<file path="config.mk">
export PLATFORM = sky130hd
export DESIGN_NAME = mac_rx_stream
export DESIGN_NICKNAME = d
export VERILOG_FILES = /design/src/rtl/mac_rx_stream.sv
export SDC_FILE = /design/constraint.sdc
export NUM_CORES = 1
export LEC_CHECK = 0
export ABC_AREA = 1
export CORE_MARGIN = 5
export CORE_UTILIZATION = 51
export CTS_BUF_LIST = sky130_fd_sc_hd__clkbuf_8
export DETAILED_ROUTE_END_ITERATION = 16
export PLACE_DENSITY = 0.8
export SETUP_SLACK_MARGIN = 0.4
export SYNTH_ARGS = -nofsm -noshare
export SYNTH_HDL_FRONTEND = slang
export SYNTH_SLANG_ARGS = --single-unit
</file>
<file path="constraint.sdc">
create_clock -name clk -period 5.4 [get_ports clk]
set_input_delay 1.08 -clock clk [delete_from_list [all_inputs] [get_ports clk]]
set_output_delay 1.08 -clock clk [all_outputs]
set_load 0.05 [all_outputs]
</file>
<file path="src/rtl/mac_rx_stream.sv">
// Receive MAC for the byte-stream datapath: CRC-32/length check, optional FCS strip,
// oversize truncation, one-stage backpressured output and saturating frame statistics.
module mac_rx_stream #(
  parameter int unsigned MIN_LEN   = 64,
  parameter int unsigned MAX_LEN   = 1518,
  parameter int unsigned STRIP_FCS = 1,
  parameter int unsigned CNT_W     = 32
) (
  input  logic             clk,
  input  logic             rst_n,
  input  logic             in_valid,
  output logic             in_ready,
  input  logic [7:0]       in_data,
  input  logic             in_last,
  output logic             out_valid,
  input  logic             out_ready,
  output logic [7:0]       out_data,
  output logic             out_last,
  output logic             out_err,
  output logic             frame_good,
  output logic             frame_bad_crc,
  output logic             frame_bad_len,
  output logic [15:0]      frame_len_total,
  input  logic             stat_clr,
  output logic [CNT_W-1:0] cnt_good,
  output logic [CNT_W-1:0] cnt_crc_err,
  output logic [CNT_W-1:0] cnt_len_err
);

  localparam int unsigned LEN_W    = 16;
  localparam logic [31:0] CRC_INIT = 32'hFFFF_FFFF;

  typedef enum logic {RECV, DISCARD} state_e;

  function automatic logic [31:0] crc32_eth_init();
    return CRC_INIT;
  endfunction

  // Reflected CRC-32 (poly 0x04C11DB7), one byte LSB first.
  function automatic logic [31:0] crc32_eth_update(input logic [31:0] crc, input logic [7:0] data);
    logic [31:0] r;
    r = crc ^ {24'h0, data};
    for (int i = 0; i < 8; i++) r = r[0] ? ((r >> 1) ^ 32'hEDB8_8320) : (r >> 1);
    return r;
  endfunction

  function automatic logic [31:0] crc32_eth_final(input logic [31:0] crc);
    return ~crc;
  endfunction

  function automatic logic [CNT_W-1:0] cnt_next(input logic [CNT_W-1:0] c, input logic inc,
                                                input logic clr);
    if (clr) return inc ? CNT_W'(1) : '0;
    if (inc && (c != '1)) return c + CNT_W'(1);
    return c;
  endfunction

  state_e           state_q, state_d;
  logic [LEN_W-1:0] cnt_q, cnt_d;
  logic [7:0]       d0_q, d0_d, d1_q, d1_d, d2_q, d2_d, d3_q, d3_d;
  logic [31:0]      crc_q, crc_d;
  logic             out_valid_q, out_valid_d, out_last_q, out_last_d, out_err_q, out_err_d;
  logic [7:0]       out_data_q, out_data_d;
  logic             good_q, good_d, bad_crc_q, bad_crc_d, bad_len_q, bad_len_d;
  logic [LEN_W-1:0] len_total_q, len_total_d;
  logic [CNT_W-1:0] cnt_good_q, cnt_good_d, cnt_crc_q, cnt_crc_d, cnt_len_q, cnt_len_d;

  logic             accept, beat, oversize, bad_len, bad_crc;
  logic [LEN_W-1:0] cnt_new;
  logic [31:0]      crc_step, fcs_calc, fcs_rx;

  assign in_ready = !out_valid_q || out_ready;
  assign accept   = in_valid && in_ready;
  assign cnt_new  = (cnt_q == '1) ? cnt_q : cnt_q + LEN_W'(1);
  // Only bytes that have left the 4-byte window belong to the CRC'd region.
  assign crc_step = (cnt_new > LEN_W'(4)) ? crc32_eth_update(crc_q, d3_q) : crc_q;
  assign fcs_calc = crc32_eth_final(crc_step);
  assign fcs_rx   = {in_data, d0_q, d1_q, d2_q};
  assign bad_len  = (32'(cnt_new) < MIN_LEN) || (32'(cnt_new) > MAX_LEN);
  assign bad_crc  = (cnt_new < LEN_W'(4)) || (fcs_calc != fcs_rx);
  assign oversize = accept && !in_last && (state_q == RECV) && (32'(cnt_new) == MAX_LEN + 32'd1);
  assign beat     = accept && (state_q == RECV) && ((STRIP_FCS == 0) || (cnt_new > LEN_W'(4)));

  // Next-state, datapath and output register update.
  always_comb begin
    state_d     = state_q;
    cnt_d       = cnt_q;
    d0_d        = d0_q;
    d1_d        = d1_q;
    d2_d        = d2_q;
    d3_d        = d3_q;
    crc_d       = crc_q;
    out_valid_d = out_valid_q && !out_ready;
    out_data_d  = out_data_q;
    out_last_d  = out_last_q;
    out_err_d   = out_err_q;
    good_d      = 1'b0;
    bad_crc_d   = 1'b0;
    bad_len_d   = 1'b0;
    len_total_d = len_total_q;
    cnt_good_d  = cnt_next(cnt_good_q, 1'b0, stat_clr);
    cnt_crc_d   = cnt_next(cnt_crc_q, 1'b0, stat_clr);
    cnt_len_d   = cnt_next(cnt_len_q, 1'b0, stat_clr);

    if (accept) begin
      cnt_d = cnt_new;
      d0_d  = in_data;
      d1_d  = d0_q;
      d2_d  = d1_q;
      d3_d  = d2_q;
      crc_d = crc_step;
      if (beat) begin
        out_valid_d = 1'b1;
        out_data_d  = (STRIP_FCS != 0) ? d3_q : in_data;
        out_last_d  = in_last || oversize;
        out_err_d   = in_last ? (bad_crc || bad_len) : oversize;
      end
      if (oversize) state_d = DISCARD;
      if (in_last) begin
        state_d     = RECV;
        cnt_d       = '0;
        d0_d        = '0;
        d1_d        = '0;
        d2_d        = '0;
        d3_d        = '0;
        crc_d       = crc32_eth_init();
        good_d      = !bad_crc && !bad_len;
        bad_crc_d   = bad_crc;
        bad_len_d   = bad_len;
        len_total_d = cnt_new;
        cnt_good_d  = cnt_next(cnt_good_q, !bad_crc && !bad_len, stat_clr);
        cnt_crc_d   = cnt_next(cnt_crc_q, bad_crc, stat_clr);
        cnt_len_d   = cnt_next(cnt_len_q, bad_len, stat_clr);
      end
    end
  end

  always_ff @(posedge clk or negedge rst_n) begin
    if (!rst_n) begin
      state_q     <= RECV;
      cnt_q       <= '0;
      d0_q        <= '0;
      d1_q        <= '0;
      d2_q        <= '0;
      d3_q        <= '0;
      crc_q       <= CRC_INIT;
      out_valid_q <= 1'b0;
      out_data_q  <= '0;
      out_last_q  <= 1'b0;
      out_err_q   <= 1'b0;
      good_q      <= 1'b0;
      bad_crc_q   <= 1'b0;
      bad_len_q   <= 1'b0;
      len_total_q <= '0;
      cnt_good_q  <= '0;
      cnt_crc_q   <= '0;
      cnt_len_q   <= '0;
    end else begin
      state_q     <= state_d;
      cnt_q       <= cnt_d;
      d0_q        <= d0_d;
      d1_q        <= d1_d;
      d2_q        <= d2_d;
      d3_q        <= d3_d;
      crc_q       <= crc_d;
      out_valid_q <= out_valid_d;
      out_data_q  <= out_data_d;
      out_last_q  <= out_last_d;
      out_err_q   <= out_err_d;
      good_q      <= good_d;
      bad_crc_q   <= bad_crc_d;
      bad_len_q   <= bad_len_d;
      len_total_q <= len_total_d;
      cnt_good_q  <= cnt_good_d;
      cnt_crc_q   <= cnt_crc_d;
      cnt_len_q   <= cnt_len_d;
    end
  end

  assign out_valid       = out_valid_q;
  assign out_data        = out_data_q;
  assign out_last        = out_last_q;
  assign out_err         = out_err_q;
  assign frame_good      = good_q;
  assign frame_bad_crc   = bad_crc_q;
  assign frame_bad_len   = bad_len_q;
  assign frame_len_total = len_total_q;
  assign cnt_good        = cnt_good_q;
  assign cnt_crc_err     = cnt_crc_q;
  assign cnt_len_err     = cnt_len_q;

endmodule

</file>
==> results.sh <==
export IMPL_fin_cells=2432
export IMPL_arrival_ns=4.78
export IMPL_postCtsSetupRepairBufs=0
export IMPL_yosys_cell_count_top_type="nand2_1"
export IMPL_std_cell_rows=60
export IMPL_grt_pass1_vias=13000
export IMPL_drv_cap=0
export IMPL_nets=2082
export IMPL_min_period_over_period=0.807
export IMPL_cpMostUsedCell="nand2_1"
export IMPL_start_util=0.513
export IMPL_cts_root_buf="clkbuf_8"
export IMPL_critPathMaxStageDelay_ns=0.42
export IMPL_ioPinCount=141
export IMPL_cts_sinks=207
export IMPL_core_area_um2=26700
export IMPL_timing_hold_violations_final=0
export IMPL_vias_per_cell=5.53
export IMPL_syn_inst=1928
export IMPL_cp_buffers_inverters=4
export IMPL_slowest_stage="buf_4"
export IMPL_clk_pin_slew_worst_paths_ns=0.07
export IMPL_drt_iter0_markers=1298
export IMPL_firstDrtPassIters=5
export IMPL_synth_area_per_cell_um2=7.09
export IMPL_cts_repair_resized=0
export IMPL_hold_class="reg -> reg"
export IMPL_die_y_um=174
export IMPL_yosys_register_bits=207
export IMPL_critPathCaptureType="register"
export IMPL_crit_family="simple AND/OR/NAND/NOR gates"
export IMPL_port_buffers=140
export IMPL_holdBufCountCts=0
export IMPL_die_area_um2=30200
export IMPL_dr_total_vias=13500
export IMPL_synth_area_leaders="dfrtp_1, nand2_1, inv_1, nand3_1, dfstp_2"
export IMPL_grt_pass1_wl_um=65900
export IMPL_synth_top_area_cell="dfrtp_1"
export IMPL_crit_path_start_kind="register"
export IMPL_slew_headroom=0.354
export IMPL_wirelength_um=40400
export IMPL_drv_slew=0
export IMPL_ir_drop_mv=0.209
export IMPL_setup_viol=0
export IMPL_status="completed"
export IMPL_worst_slew_pin_slew_ns=0.970
export IMPL_synthTopCellsByCount="nand2_1, inv_1, nand3_1, dfrtp_1, nor2_1"
export IMPL_cts_max_level=2
export IMPL_ys_warn_count=0
export IMPL_yosys_most_used_dff="dfrtp_1"
export IMPL_antenna_found_initial=2
export IMPL_drc=0
export IMPL_grt_usage=0.262
export IMPL_drive_above_1_share=0.0846
export IMPL_drt_wirelength_per_cell_um=16.6
export IMPL_grt_ovfl_total=0
export IMPL_synth_cell_types=51
export IMPL_max_freq_mhz=230
export IMPL_fin_crit_ns=4.36
export IMPL_p_leak_nw=7.90
export IMPL_clk_path_buf_depth=3
export IMPL_die_width_um=174
export IMPL_cts_made_buffers=39
export IMPL_grt_max_degree=125
export IMPL_cp_cell_sequence="ha_1 -> inv_1 -> nor2_4 -> nand2_4 -> inv_4 -> nand2_4 -> nand2_1 -> nor2_2 -> nand2_1 -> nor2_4 -> buf_4 -> nand3_1 -> nand3_1 -> nand2_1 -> nor2_1 -> nand3_1 -> inv_2 -> nand2_1 -> nor2_2 -> nand4_4 -> nand2_4 -> nand2_4 -> nand2_1 -> nand2_1"
export IMPL_power_density_nw_per_um2=406
export IMPL_num_antenna_cells=0
export IMPL_rsz0062_at_grt="false"
export IMPL_synth_top_area_frac=0.320
export IMPL_syn_area_um2=13700
export IMPL_clock_latency_ns=0.55
export IMPL_yosysSeqAreaShare=0.382
export IMPL_ant_nets=0
export IMPL_gp_congestion=0.983
export IMPL_worstPathMaxFanout=28
export IMPL_crit_required_ns=5.83
export IMPL_placed_cells=2364
export IMPL_crit_type="reg -> reg"
export IMPL_cts_tree="built"
export IMPL_area_delta_synth_final_pct=17.6
export IMPL_synth_enable_flop_cells=0
export IMPL_finalClockSkew_ns=0.0401
export IMPL_syn_num_nets=1946
export IMPL_hpwl_um=29000
export IMPL_async_reset_ff_frac=1.00
export IMPL_fin_tns_setup_ns=0
export IMPL_num_fill_cells=2433
-- worst reg2reg max path: cells and delay by family (launching register included) --
kind / cells / cell delay, ns
fa+ha+maj: 1 / 0.27
buf+inv: 4 / 0.67
simple gates: 19 / 2.87
flops: 1 / 0.41
-- registers in the layout (all words and copies together) (netlist names) --
name,count
frame_len_total,16
out_err,1
d2_q,8
d3_q,8
out_data,8
cnt_len_err,32
out_last,1
state_q,1
cnt_crc_err,32
frame_bad_len,1
cnt_q,16
cnt_good,32
out_valid,1
d1_q,8
d0_q,8
crc_q,32
frame_bad_crc,1
frame_good,1
-- logic make-up (layout without fill, tap and decap cells) --
family | count (synthesis) | count (layout) | share of synthesized area
fa+ha+maj | 4 | 4 | 0.00366
xor+xnor | 111 | 111 | 0.0717
simple gates | 1027 | 1027 | 0.338
flops | 207 | 207 | 0.382
compound gates | 202 | 202 | 0.0933
buf+inv | 377 | 540 | 0.112
-- routing by layer --
layer,wire length [µm],GRT usage,up-vias
met4,1210,0.0884,4
met2,18100,0.415,546
met1,17900,0.363,6335
met5,27,0,-
li1,-,-,6465
met3,3140,0.0513,111
-- cells in the final DEF, fill, tap and decap left out, types with 9 or more instances in the layout --
master	Yosys	routed
dfstp_2	32	32
nor2_1	132	131
nor4_1	13	13
clkdlybuf4s50_1	0	139
nand4_1	34	34
inv_1	307	317
or2_2	11	11
nand3_1	181	181
o21ai_0	58	58
a21oi_1	17	17
nand2_1	546	546
clkbuf_8	0	47
dfrtp_1	175	175
nor2_2	9	9
xnor2_1	22	22
a32oi_1	13	13
nand2_2	10	10
xor2_1	88	88
buf_4	3	13
a22oi_1	15	15
nor3_1	44	44
o22ai_1	59	59
nand3b_1	17	17
-- report_power, final --
group	switching [mW]	internal [mW]
logic	2.02	0.998
clock network	0.685	0.837
registers	0.178	1.81
-- per-stage QoR --
| stage | hold slack, ns | setup slack [ns] | area (µm²) | utilization | power (mW) |
|---|---|---|---|---|---|
| floorplan | 0.475 | 2.03 | 13700 | - | 4.20 |
| global placement | 0.464 | 1.23 | 15300 | 0.574 | 4.91 |
| detailed placement | 0.472 | 1.17 | 15300 | 0.574 | 4.95 |
| CTS | 0.487 | 1.14 | 16100 | 0.603 | 6.50 |
| global route | 0.499 | 0.659 | 16100 | 0.603 | 6.93 |
| finish | 0.481 | 1.04 | 16100 | 0.603 | 6.52 |
-- layout make-up --
class	count	area, µm²	area share
clock buffer	47	647	0.0403
clock inverter	21	123	0.00763
inverter	318	1200	0.0745
multi-input combinational	1344	6930	0.431
sequential	207	5220	0.325
tap	341	427	0.0266
timing repair buffer	154	1520	0.0949
-- worst paths after layout --
kind,startpoint,slack [ns],end,depth (start not counted)
max in group asynchronous,rst_n,3.73,crc_q[30],2
worst max register to register,cnt_q[0],1.04,cnt_good[4],24
worst min-delay path,frame_len_total[13],0.48,frame_len_total[13],2
worst min register to register,frame_len_total[13],0.48,frame_len_total[13],2
worst max-delay path,cnt_q[0],1.04,cnt_good[4],24
min in group asynchronous,rst_n,0.65,out_data[2],1
Power figures use the tool's default switching activity.
